<file path="src/rtl/inst_fetch.sv">
`default_nettype none
// ============================================================================
//  Module   : inst_fetch
//  Purpose  : IF stage. Fetches aligned 64-bit pairs, predecodes branches and
//             hands 0/1/2 instructions to the instruction buffer. The optional
//             static backward-taken/forward-not-taken prediction is built when
//             FETCH_BTFN_EN is defined.
//  Revision : 1.0  initial release
// ============================================================================
module inst_fetch #(
  parameter logic [31:0] RESET_PC = 32'h0000_0000
) (
  input  logic        clk,
  input  logic        rst,
  output logic        imem_req,
  output logic [31:0] imem_addr,
  input  logic        imem_rvalid,
  input  logic [63:0] imem_rdata,
  input  logic        instbuf_full,
  input  logic        redirect,
  input  logic [31:0] redirect_pc,
  output logic [1:0]  issue,
  output logic        stop,
  output logic [31:0] out1_inst,
  output logic [31:0] out1_pc,
  output logic [31:0] out1_npc,
  output logic        out1_isbranch,
  output logic        out1_br_taken,
  output logic [31:0] out2_inst,
  output logic [31:0] out2_pc,
  output logic [31:0] out2_npc,
  output logic        out2_isbranch,
  output logic        out2_br_taken
);

  localparam logic [6:0] c_OP_BRANCH = 7'b1100011;
  localparam logic [6:0] c_OP_JAL    = 7'b1101111;
  localparam logic [6:0] c_OP_JALR   = 7'b1100111;

  typedef enum logic [1:0] {
    S_IDLE  = 2'd0,
    S_REQ   = 2'd1,
    S_ISSUE = 2'd2,
    S_DROP  = 2'd3
  } state_t;

  typedef struct packed {
    logic        isbranch;
    logic        taken;
    logic [31:0] npc;
  } pdec_t;

  typedef struct packed {
    logic [31:0] inst;
    logic [31:0] pc;
    logic [31:0] npc;
    logic        isbranch;
    logic        taken;
  } slot_t;

  function automatic pdec_t predecode(input logic [31:0] inst, input logic [31:0] pc);
    pdec_t d;
    d.isbranch = (inst[6:0] == c_OP_BRANCH) || (inst[6:0] == c_OP_JAL) ||
                 (inst[6:0] == c_OP_JALR);
    d.taken    = 1'b0;
    d.npc      = pc + 32'd4;
`ifdef FETCH_BTFN_EN
    begin
      logic [31:0] imm_b;
      logic [31:0] imm_j;
      imm_b = {{20{inst[31]}}, inst[7], inst[30:25], inst[11:8], 1'b0};
      imm_j = {{12{inst[31]}}, inst[19:12], inst[20], inst[30:21], 1'b0};
      if ((inst[6:0] == c_OP_BRANCH) && imm_b[31]) begin
        d.taken = 1'b1;
        d.npc   = pc + imm_b;
      end else if (inst[6:0] == c_OP_JAL) begin
        d.taken = 1'b1;
        d.npc   = pc + imm_j;
      end
    end
`endif
    return d;
  endfunction

  state_t      r_state;
  state_t      w_state_nxt;
  logic [31:0] r_pc;
  logic [1:0]  r_issue;
  slot_t       r_slot1;
  slot_t       r_slot2;

  logic [31:0] w_inst0;
  logic [31:0] w_inst1;
  logic [31:0] w_pc1;
  pdec_t       w_dec0;
  pdec_t       w_dec1;
  logic        w_single;
  slot_t       w_pair1;
  slot_t       w_pair2;
  slot_t       w_solo;

  assign w_inst0 = imem_rdata[31:0];
  assign w_inst1 = imem_rdata[63:32];
  assign w_pc1   = {r_pc[31:3], 3'b100};
  assign w_dec0  = predecode(w_inst0, r_pc);
  assign w_dec1  = predecode(w_inst1, w_pc1);

  // Odd-word entry or a taken slot-0 prediction leaves only one useful instruction.
  assign w_single = r_pc[2] | w_dec0.taken;
  assign w_pair1  = '{inst: w_inst0, pc: r_pc, npc: w_dec0.npc,
                      isbranch: w_dec0.isbranch, taken: w_dec0.taken};
  assign w_pair2  = '{inst: w_inst1, pc: w_pc1, npc: w_dec1.npc,
                      isbranch: w_dec1.isbranch, taken: w_dec1.taken};
  assign w_solo   = r_pc[2] ? w_pair2 : w_pair1;

  always_ff @(posedge clk or negedge rst) begin
    if (!rst) begin
      r_state <= S_IDLE;
    end else begin
      r_state <= w_state_nxt;
    end
  end

  always_comb begin
    w_state_nxt = r_state;
    unique case (r_state)
      S_IDLE:  w_state_nxt = S_REQ;
      S_REQ:   if (imem_rvalid) w_state_nxt = S_ISSUE;
      S_ISSUE: if (!instbuf_full) w_state_nxt = S_REQ;
      S_DROP:  if (imem_rvalid) w_state_nxt = S_REQ;
      default: w_state_nxt = S_IDLE;
    endcase
    // An outstanding request must still be drained, hence DROP from REQ.
    if (redirect) begin
      unique case (r_state)
        S_REQ:   w_state_nxt = imem_rvalid ? S_REQ : S_DROP;
        S_ISSUE: w_state_nxt = S_REQ;
        default: w_state_nxt = r_state;
      endcase
    end
  end

  always_ff @(posedge clk or negedge rst) begin
    if (!rst) begin
      r_pc    <= RESET_PC;
      r_issue <= 2'b00;
      r_slot1 <= '0;
      r_slot2 <= '0;
    end else if (redirect) begin
      r_pc    <= redirect_pc;
      r_issue <= 2'b00;
      r_slot1 <= '0;
      r_slot2 <= '0;
    end else if ((r_state == S_REQ) && imem_rvalid) begin
      if (w_single) begin
        r_issue <= 2'b01;
        r_slot1 <= '0;
        r_slot2 <= w_solo;
      end else begin
        r_issue <= 2'b11;
        r_slot1 <= w_pair1;
        r_slot2 <= w_pair2;
      end
    end else if ((r_state == S_ISSUE) && !instbuf_full) begin
      // Slot 2 always carries the last issued instruction.
      r_pc    <= r_slot2.npc;
      r_issue <= 2'b00;
      r_slot1 <= '0;
      r_slot2 <= '0;
    end
  end

  assign imem_req      = (r_state == S_REQ);
  assign imem_addr     = {r_pc[31:3], 3'b000};
  assign issue         = r_issue;
  assign stop          = (r_issue == 2'b00);
  assign out1_inst     = r_slot1.inst;
  assign out1_pc       = r_slot1.pc;
  assign out1_npc      = r_slot1.npc;
  assign out1_isbranch = r_slot1.isbranch;
  assign out1_br_taken = r_slot1.taken;
  assign out2_inst     = r_slot2.inst;
  assign out2_pc       = r_slot2.pc;
  assign out2_npc      = r_slot2.npc;
  assign out2_isbranch = r_slot2.isbranch;
  assign out2_br_taken = r_slot2.taken;

endmodule
`default_nettype wire

</file>
<file path="config.mk">
export PLATFORM = sky130hd
export DESIGN_NAME = inst_fetch
export DESIGN_NICKNAME = d
export VERILOG_FILES = /design/src/rtl/inst_fetch.sv
export SDC_FILE = /design/constraint.sdc
export NUM_CORES = 1
export LEC_CHECK = 0
export ABC_AREA = 1
export CAP_MARGIN = 20
export CORE_MARGIN = 4
export CORE_UTILIZATION = 40
export CTS_CLUSTER_DIAMETER = 120
export CTS_CLUSTER_SIZE = 28
export DETAILED_ROUTE_END_ITERATION = 8
export GPL_ROUTABILITY_DRIVEN = 0
export MAX_ROUTING_LAYER = met4
export PLACE_DENSITY_LB_ADDON = 0.15
export SYNTH_ARGS = -nofsm -noshare
export SYNTH_HDL_FRONTEND = slang
export SYNTH_SLANG_ARGS = --single-unit
</file>
<file path="constraint.sdc">
create_clock -name clk -period 1.7 [get_ports clk]
set_clock_uncertainty 0.15 [all_clocks]
set_input_delay 0.34 -clock clk [delete_from_list [all_inputs] [get_ports clk]]
set_output_delay 0.34 -clock clk [all_outputs]
set_load 0.03 [all_outputs]
</file>
==> metrics list, run 1 <==
- Power share of the clock group: around 18%
* Post-detailed-route count of antenna-violating nets: 0
- The sequential cells in the finished layout cover a total of a little over 5000 um^2.
- The worst hold path belongs to the class in -> async.
* Maximum vdd ir drop: 0.683 mV
- Endpoint arrival time on the critical path: 1.20 ns
- The tool flagged a number of max-cap violations equal to 0.
- The analysis attributes to net switching a power of 6.29 mW.
* Syn-to-layout area delta: 45.9%
* Distinct cell type count of the synthesized netlist: 26
- After synthesis, flip-flops and latches occupy 57.1% of the total area.
- The synthesized netlist devotes 14.7% of its cell area to compound gates.
- Final Hold Slack: 0.170 ns
* FP Rows: 54
- Number of antenna violations at the first check in global routing: 0
* Switching fraction of total power: about two fifths
- The final hold violation count is 0.
- The via count of the first global-routing pass came to between 7k and 8k.
- Most frequent cells in the layout: nand2_1 (225), dfrtp_1 (192), clkdlybuf4s50_1 (99)
- Standby leakage power: between 6 and 7 nW
- Sequential share of power: 40.1%
* Filler Cells Inserted: 1948
* Number of storage elements in the synthesis netlist: 205
- Xor/xnor share of the synthesized area: 0%
- Internal power: 9.42 mW
- Dividing the synthesized area by the synthesized cell count gives 9.29 um^2.
* GRT Residual Overflow: 0
- Max-slew violations: 0
- Total number of vias: between 8k and 9k
- YS warnings: 0
- The completed layout was analyzed and its total power is between 15 and 20 mW.
- Setup slack after placement: -0.302 ns
- The finished cells cover 13100 um^2.
* Chip width: 158 um
- Height of the die: 158 um
- TritonCTS built the clock tree.
- Across all setup checks in the final design, the least slack found is between 0.006 and 0.007 ns.
- Highest attainable clock frequency: slightly below 600 MHz
* Diode count: 0
* Outcome: completed
- Adder-Cell Fraction of Synth Area: 0.139%
* Final net count: 1405
- In this run the worst path has a maximum fanout of 3.
- Most common cell after layout, fill and taps aside: nand2_1
* Clock-pin slew on the worst setup and hold paths: 0.12 ns
* Multiplexer fraction of the synthesized cell area: 0%
- Routed len/inst: about 19 um
* Largest net degree at the start of global routing: about 50
* Part of the total power dissipated in combinational logic: 42.0%
- For the worst-skew pair, the clock arrives at the later sink with an insertion delay of around 0.47 ns.
* Final setup violation count: 0
- Final period util: 99.6%
- In this run, CTS created clock tree buffers numbering 11.
- Sinks on Clock Net: 205
* Worst path required time: 1.21 ns
- Setup repair after global routing could not meet its margin everywhere.
* Register-to-register setup slack: 0.05 ns
* Post-Synthesis Cell Area: about 9000 um^2
- Top-level I/O count: ~330
* Starting density of the core: 40.9%
- For this block, the routed nets add up to 29.6 mm of wire.
- For the finished layout, the period the worst path requires is roughly 1.7 ns.
* Startpoint type of the worst setup path: flip-flop
- Placeable core area: approximately 22000 um^2
- The worst setup path is of the reg -> out kind.
- The clock passes through at most 3 buffers.
* Main combinational cell family by area after synthesis: simple AND/OR/NAND/NOR gates
- Final routed DRC violation total: 0
* Total die area: 24900 um^2
- Proportion of layout cells with a drive suffix above 1: 29.6%
- Core utilization of the finished layout: 59.7%
* Synthesized-area fraction occupied by and/or/nand/nor cells: between 15 and 20%
- Initial DRC count: 493
- Mapped Cells: ~970
* Instance area at placement: between 10000 and 15000 um^2
- Power Dens Cells: 1200 nW/um^2
- The count of buffers added on input and output ports is 321.
* H-tree levels: 1
- The worst setup path is captured at a primary output.
- Global-route wire length before repair: 44.4 mm
- In the global route stage, overall resource usage came out at 23.2%.
* Avg Vias per Cell: 5.06
- In the final layout, the multi-input gates occupy ~3000 um^2.
- Initial DRT Pass Iterations: 5
- Detailed placement finished with a half-perimeter wire length of 22.1 mm.
* Clock root cell: clkbuf_16
cell families after synthesis:
group | count (synthesis)
AOI/OAI and AO/OA | 200
other | 1
DFF | 205
buffers and inverters | 180
adders and majority gates | 1
and+or+nand+nor | 380
power by group through the flow:
stage	registers [mW]	clock network, mW	logic, mW
finish	6.30	2.81	6.59
global route	6.41	3.08	7.02
CTS	6.27	2.90	6.62
detailed placement	6.36	0	6.78
global placement	6.35	0	6.74
floorplan	7.42	0	2.50
per-layer routing:
layer	global-route usage [%]	wire (um)
met1	31.9	13100
met2	37.1	13900
met3	3.28	2050
met4	4.67	510
met5	-	0
flip-flops by register name, indices dropped and copies added, names as in the netlist:
| name | count |
|---|---|
| out2_npc | 29 |
| out1_pc | 14 |
| r_pc | 32 |
| out2_inst | 32 |
| issue | 1 |
| out2_isbranch | 1 |
| out1_inst | 32 |
| out1_isbranch | 1 |
| r_state | 2 |
| out1_npc | 32 |
| out2_pc | 29 |
critical path, cell delays in order (launching register included):
cell	delay [ns]
dfrtp_1	0.39
inv_2	0.07
nor2_4	0.13
buf_6	0.14
layout make-up:
type / instances / area share [%]
well taps: 280 / 2.67
repair buffers: 421 / 30.6
clock inverters: 1 / 0.153
clock buffers: 11 / 2.10
flip-flops and latches: 205 / 39.2
inverters: 72 / 2.08
multi-input cells: 592 / 23.2
through the flow:
stage                     TNS [ns]  cells
after detailed placement    -39.89   1556
final                            0   1582
after floorplan                  0    977
after CTS                   -0.241   1578
after global placement      -38.11   1556
after global routing        -0.571   1582
what timing repair did:
| item | 4_1_cts | 5_1_grt |
|---|---|---|
| setup endpoints to repair | 212 | 141 |
| hold buffers | 1 | 0 |
| gates resized for setup | 615 | 167 |
| endpoints found under the hold margin | 205 | 0 |
| gates cloned | 0 | 1 |
| buffers inserted | 10 | 5 |
| pin swaps | 0 | 7 |
cell usage after synthesis:
master / number / area share [%]
o21ai_0: 46 / 2.6
buf_4: 66 / 5.5
a31oi_1: 20 / 1.4
buf_1: 3 / 0.13
buf_6: 1 / 0.13
nor2_1: 73 / 3.0
conb_1: 1 / 0.042
inv_1: 69 / 2.9
a21oi_1: 6 / 0.33
o21ai_1: 40 / 2.2
o22ai_1: 4 / 0.28
buf_2: 24 / 1.3
dfrtp_1: 205 / 57
nand4_1: 8 / 0.56
clkbuf_1: 14 / 0.58
ha_1: 1 / 0.14
o211ai_1: 13 / 1.1
inv_2: 3 / 0.13
nor2_4: 3 / 0.38
and2_1: 1 / 0.070
nand3_1: 59 / 3.3
nand2_2: 2 / 0.14
o31ai_1: 6 / 0.50
nor2_2: 3 / 0.21
nand2_1: 231 / 9.6
a22o_1: 65 / 6.3
final timing paths:
path	from	cells after the start	endpoint
max in group asynchronous	rst	3	r_pc[11]
worst max register to register	r_state[0]	7	out2_inst[22]
min in group clk	redirect_pc[28]	3	r_pc[28]
worst min register to register	out2_pc[27]	2	out2_pc[27]
worst max-delay path	r_state[0]	3	imem_req
worst min-delay path	rst	2	r_pc[22]
Power figures use the tool's default switching activity.
==> inputs of run 2 (changes only) <==
GPL_TIMING_DRIVEN = 0   (was not set)
==> run 2 against run 1 <==
- the flow now finishes with violations (setup timing)
- first-iteration DRC count down 4.7%
- maximum frequency down 5.0%
- register-to-register slack worse by 0.12 ns
- critical path depth up 1
- sequential share of layout area down 4.1 points
- setup slack worse by 0.090 ns
- final cell count up 5.4%
- global-route usage up 2.0 points
- final area up 12%
- critical endpoint unchanged
- largest power group unchanged
==> metrics list, run 2 (same netlist as run 1, synthesis figures left out) <==
- Placeable core area: about 22000 um^2
- The critical path is of the reg -> out type.
* Highest attainable clock frequency: 561 MHz
- Part of the total power dissipated in combinational logic: 47.8%
* Kind of end point of the critical path: primary output
* Worst path required time: 1.21 ns
* Diode count: 0
* Most frequent cells in the layout: nand2_1 (186), dfrtp_1 (184), clkdlybuf4s15_2 (111)
* Sinks on Clock Net: 205
- Total number of vias: roughly 8.6k
- The floorplan step set the die height to 158 um.
- Total instance count after detailed placement: 1578
- Top-level I/O count: between 300 and 400
- The number of antenna violations at the first check in global routing is 0.
- The later pin in the worst-skew pair is clocked with a latency of 0.47 ns.
- Setup violations remaining at the end of the flow were counted as a little under 100.
* Post-layout min period: about 1.8 ns
- Drt total wl: 33.4 mm
- The count of buffers added on input and output ports is 320.
- Together, buffers and inverters on the worst path number 3.
- GRT Residual Overflow: 0
- Proportion of layout cells with a drive suffix above 1: 40.4%
- Initial DRC count: 470
* Final routed DRC violation total: 0
- Non-filler instance count after layout: 1668
- Vias in the first global route: approximately 8.1k
- Hold Path Class: in -> reg
- In this run switching power makes up 39.8% of total power.
- The first TritonRoute pass finished after 5 iterations.
- Power spread over the standard cell area amounts to 1190 nW/um^2.
- Across the run, the number of max-cap violations was 0.
* Global-route wire length before repair: 47.2 mm
- Measured along the x axis, the die boundary spans 158 um.
- Max-slew violations: 0
- Startpoint type of the worst setup path: flip-flop
- TritonCTS built the clock tree.
- The floorplan has 54 rows.
- On the critical path the largest part of the delay comes from flip-flops.
- Largest net degree at the start of global routing: 106
* Clock root cell: clkbuf_16
- Endpoint arrival time on the critical path: ~1.3 ns
- The analysis attributes to cell leakage a power of 7.12 nW.
- Final period util: 105%
* H-tree levels: 1
- Crit-path cells: inv_2 -> nor2_4 -> buf_4 -> buf_6
- In this design, the stage delay of the slowest critical-path cell is between 0.4 and 0.5 ns.
* Buffers from clock root to sink, at most: 3
- Internal power: about 10 mW
- Routed len/inst: 20.0 um
- Setup repair after global routing could not meet its margin everywhere.
* Maximum vdd ir drop: 0.808 mV
- In this run, CTS created clock tree buffers numbering 11.
- In this run the power spent charging and discharging nets is 6.93 mW.
* Critical-path maximum fanout: 4
- Total die area: ~25000 um^2
- Clock-pin slew was measured on the worst setup and hold paths at around 0.11 ns.
- Cell with the largest stage delay on the worst path: dfrtp_1
- Failing checks: setup timing
* Sequential share of power: about 36%
* Worst slew slack as a fraction of its limit: 48.1%
* Final net count: 1491
- For the pin with the worst max-slew slack, the measured transition is 0.779 ns.
- HPWL after detailed placement: 23.7 mm
* Starting density of the core: 40.9%
* Avg Vias per Cell: 5.13
- The library cell used most frequently in the layout, excluding fill and tap cells, is nand2_1.
- Across every metal layer, demand over resource in global routing totals 25.2%.
- Final-report hold violation count: 0
- Outcome: finished with violations
- For the final routed database, the setup TNS stands at -2.85 ns.
- From synthesis to final layout, the design area changed by 63.3%.
- The clock network burns 16.1% of the power.
* Post-detailed-route count of antenna-violating nets: 0
- In the post-route analysis, the smallest setup slack over all paths is -0.0830 ns.
## run 2: routing by layer
layer	wire length, um	share of wire [%]	global-route usage (%)
met1	13500	41	31.8
met2	16700	50	42.7
met3	2340	7.0	4.37
met4	836	2.5	5.57
met5	0	0	-
## run 2: cell type report
type | instances | area [um^2]
buffer | 99 | 968
fill | 1761 | 7280
tap | 280 | 350
multi-input combinational | 593 | 3440
clock inverter | 1 | 20.0
inverter | 72 | 288
timing repair buffer | 407 | 4180
sequential | 205 | 5160
clock buffer | 11 | 275
## run 2: metrics by stage
stage / setup slack [ns] / power [mW] / utilization, % / cell area (um^2) / hold slack (ns)
6_report: -0.0830 / 17.4 / 66.8 / 14700 / 0.0402
5_1_grt: -0.158 / 18.2 / 66.8 / 14700 / 0.0524
4_1_cts: -0.0952 / 16.3 / 62.3 / 13700 / 0.0273
3_5_place_dp: -0.704 / 12.9 / 57.5 / 12600 / 0.280
3_3_place_gp: -8.61 / 12.8 / 57.3 / 12600 / 0.305
2_1_floorplan: 0.0977 / 9.92 / - / 9030 / -0.106
## run 2: timing repair
item | 4_1_cts | 5_1_grt
setup endpoints to repair | 402 | 383
buffers inserted | 59 | 11
resized for setup | 939 | 364
hold buffers | 1 | 0
gates cloned | 6 | 14
endpoints found under the hold margin | 100 | 0
pin swaps | 10 | 18
## run 2: path summary, 6_finish.rpt
check,from,endpoint,slack [ns],cells after the start
min in group asynchronous,rst,r_pc[26],0.24,2
worst max register to register,r_state[1],out1_pc[30],-0.07,9
worst min register to register,out1_npc[6],out1_npc[6],0.34,2
worst max-delay path,r_state[0],imem_req,-0.08,4
max in group asynchronous,rst,out1_npc[13],0.19,3
worst min-delay path,redirect,r_pc[31],0.04,3
## run 2: tightest hold or removal path, stage by stage
cell	delay (ns)
buf_2	0.15
nand2_1	0.07
a31oi_1	0.07
## run 2: power groups by stage
| stage | logic [mW] | registers, mW | clock network (mW) |
|---|---|---|---|
| floorplan | 2.50 | 7.42 | 0 |
| global placement | 6.44 | 6.40 | 0 |
| detailed placement | 6.49 | 6.42 | 0 |
| CTS | 7.18 | 6.21 | 2.90 |
| global route | 8.74 | 6.37 | 3.07 |
| finish | 8.32 | 6.28 | 2.81 |
==> inputs of run 3 (changes only) <==
SKIP_LAST_GASP = 1   (was not set)
==> run 3 against run 2 <==
- the flow still finishes with violations (setup timing)
- final area grew 0.24%
- sequential power about the same
- hold slack worse by 0.00065 ns
- global-route usage about the same
- maximum frequency fell by 1.4%
- sequential share of layout area decreased by 0.092 points
- final cell count grew 0.36%
- highest routed layer unchanged
==> metrics list, run 3 (same netlist as run 1, synthesis figures left out) <==
- The number of antenna violations at the first check in global routing was 0.
- After routing the design area is 14700 um^2.
- The floorplan step set the die width to 158 um.
- In this run the vertical extent of the chip is roughly 160 um.
* Max-slew violations: 0
- Non-filler instance count after layout: ~1.7k
* Drt total wl: 33.6 mm
- TritonCTS clock tree: built
* Worst path required time: 1.21 ns
- Post-detailed-route count of antenna-violating nets: 0
- Dividing the final minimum period by the clock period gives 106%.
- The via count of the first global-routing pass came to 8072.
- Summed over all layers, the global routing overflow is 0.
- Final-report hold violation count: 0
* Starting density of the core: roughly two fifths
* Initial DRC count: 475
- Max Cap Viol: 0
* Global-route wire length before repair: 47.1 mm
- Path type of the worst setup path: reg -> out
- Unrepaired setup endpoints after global routing: yes
- Hold Path Class: in -> reg
- The worst setup path is launched from a flip-flop.
- Total instance count after detailed placement: 1578
* Top-level I/O count: about 330
- In the routed design, unresolved DRC markers number 0.
* IO Port Bufs: 320
- Cts bufs inserted: 11
- Clock root cell: clkbuf_16
- Endpoint arrival time on the critical path: 1.32 ns
- Using the TritonRoute via totals, the vias-per-cell ratio works out to 5.15.
* Power Dens Cells: 1180 nW/um^2
- The first TritonRoute pass finished after 5 iterations.
- Kind of end point of the critical path: primary output
- Global routing consumed, over all layers together, approximately 25% of the routing resources.
- In this run the cell area measured after placement is about 13000 um^2.
* Setup slack after placement: -0.704 ns
* Diode count: 0
- Worst slew slack as a fraction of its limit: between 40% and 50%
- Post-layout min period: roughly 1.8 ns
* Placeable core area: approximately 22000 um^2
- The design draws 17.4 mW.
* Clock-pin slew on the worst setup and hold paths: 0.12 ns
- Final setup violation count: approximately 110
- Setup_tns: -5.45 ns
- Standby leakage power: 7.18 nW
- The tree built by TritonCTS fans out to ~210 sinks.
- Worst Max-Slew Pin Slew: about 0.76 ns
- From synthesis to final layout, the design area changed by 63.7%.
- Along the worst path, the maximum fanout reaches 5.
- Final net count: 1497
- Proportion of layout cells with a drive suffix above 1: 40.3%
- Entering global routing, the biggest net connects 106 pins.
- HPWL after detailed placement: 23.7 mm
* Most common cell after layout, fill and taps aside: nand2_1
- CTS built an H-tree with a depth of 1.
- Clock network latency to the later pin of the worst-skew pair: 0.47 ns
* FP Rows: 54
* Total number of vias: around 8.6k
- Post-layout worst setup margin: -0.109 ns
- Highest attainable clock frequency: 553 MHz
- The die covers 24900 um^2.
* Buffers from clock root to sink, at most: 3
* Most frequent cells in the layout: nand2_1 (190), dfrtp_1 (185), clkdlybuf4s15_2 (114)
- The run finished, with violations left.
* Maximum vdd ir drop: 0.750 mV
* Routed len/inst: approximately 20 um
- The final reports fail on setup timing.
## run 3: cell type report
cell class	count	area, um^2
Buffer	99	932
Clock buffer	11	275
Clock inverter	1	20.0
Fill cell	1770	7240
Inverter	72	285
Multi-Input combinational cell	593	3490
Sequential cell	205	5150
Tap cell	280	350
Timing Repair Buffer	413	4210
## run 3: power breakdown
group	leakage, nW	internal, mW	switching (mW)
Sequential	2.74	5.66	0.616
Clock	0.145	1.21	1.61
Combinational	4.30	3.56	4.73
## run 3: path summary, 6_finish.rpt
path | start | end | slack, ns | cells past startpoint
setup / recovery | r_state[1] | imem_req | -0.11 | 3
hold / removal | redirect | r_pc[12] | 0.04 | 3
setup reg to reg | r_state[1] | out1_pc[14] | -0.10 | 9
hold reg to reg | out1_npc[22] | out1_npc[22] | 0.34 | 2
max in group asynchronous | rst | r_pc[3] | 0.18 | 3
min in group asynchronous | rst | r_pc[26] | 0.25 | 2
## run 3: what timing repair did
action | CTS | global route
hold buffers | 1 | 0
cloned | 6 | 10
pin swaps | 10 | 18
hold endpoints to repair | 100 | 0
buffers inserted | 59 | 22
resized for setup | 913 | 395
setup endpoints to repair | 402 | 388
## run 3: critical path, stage by stage, from the launching register on
cell and delay, ns:
dfrtp_2 0.48, nor2_4 0.13, buf_4 0.12, buf_6 0.12
## run 3: per-layer routing
layer	part of all wire [%]	track usage, %	vias to the layer above	wire [um]
li1	-	-	4020	-
met1	40	31.8	4190	13500
met2	50	42.5	359	16900
met3	7.3	4.35	53	2470
met4	2.4	5.78	0	809
met5	0	-	-	0
## run 3: per-stage QoR
stage                     util, %  hold slack (ns)
final                        67.0           0.0395
after CTS                    62.0           0.0273
after floorplan                 -           -0.106
after detailed placement     57.5            0.280
after global routing         67.0           0.0524
after global placement       57.3            0.305
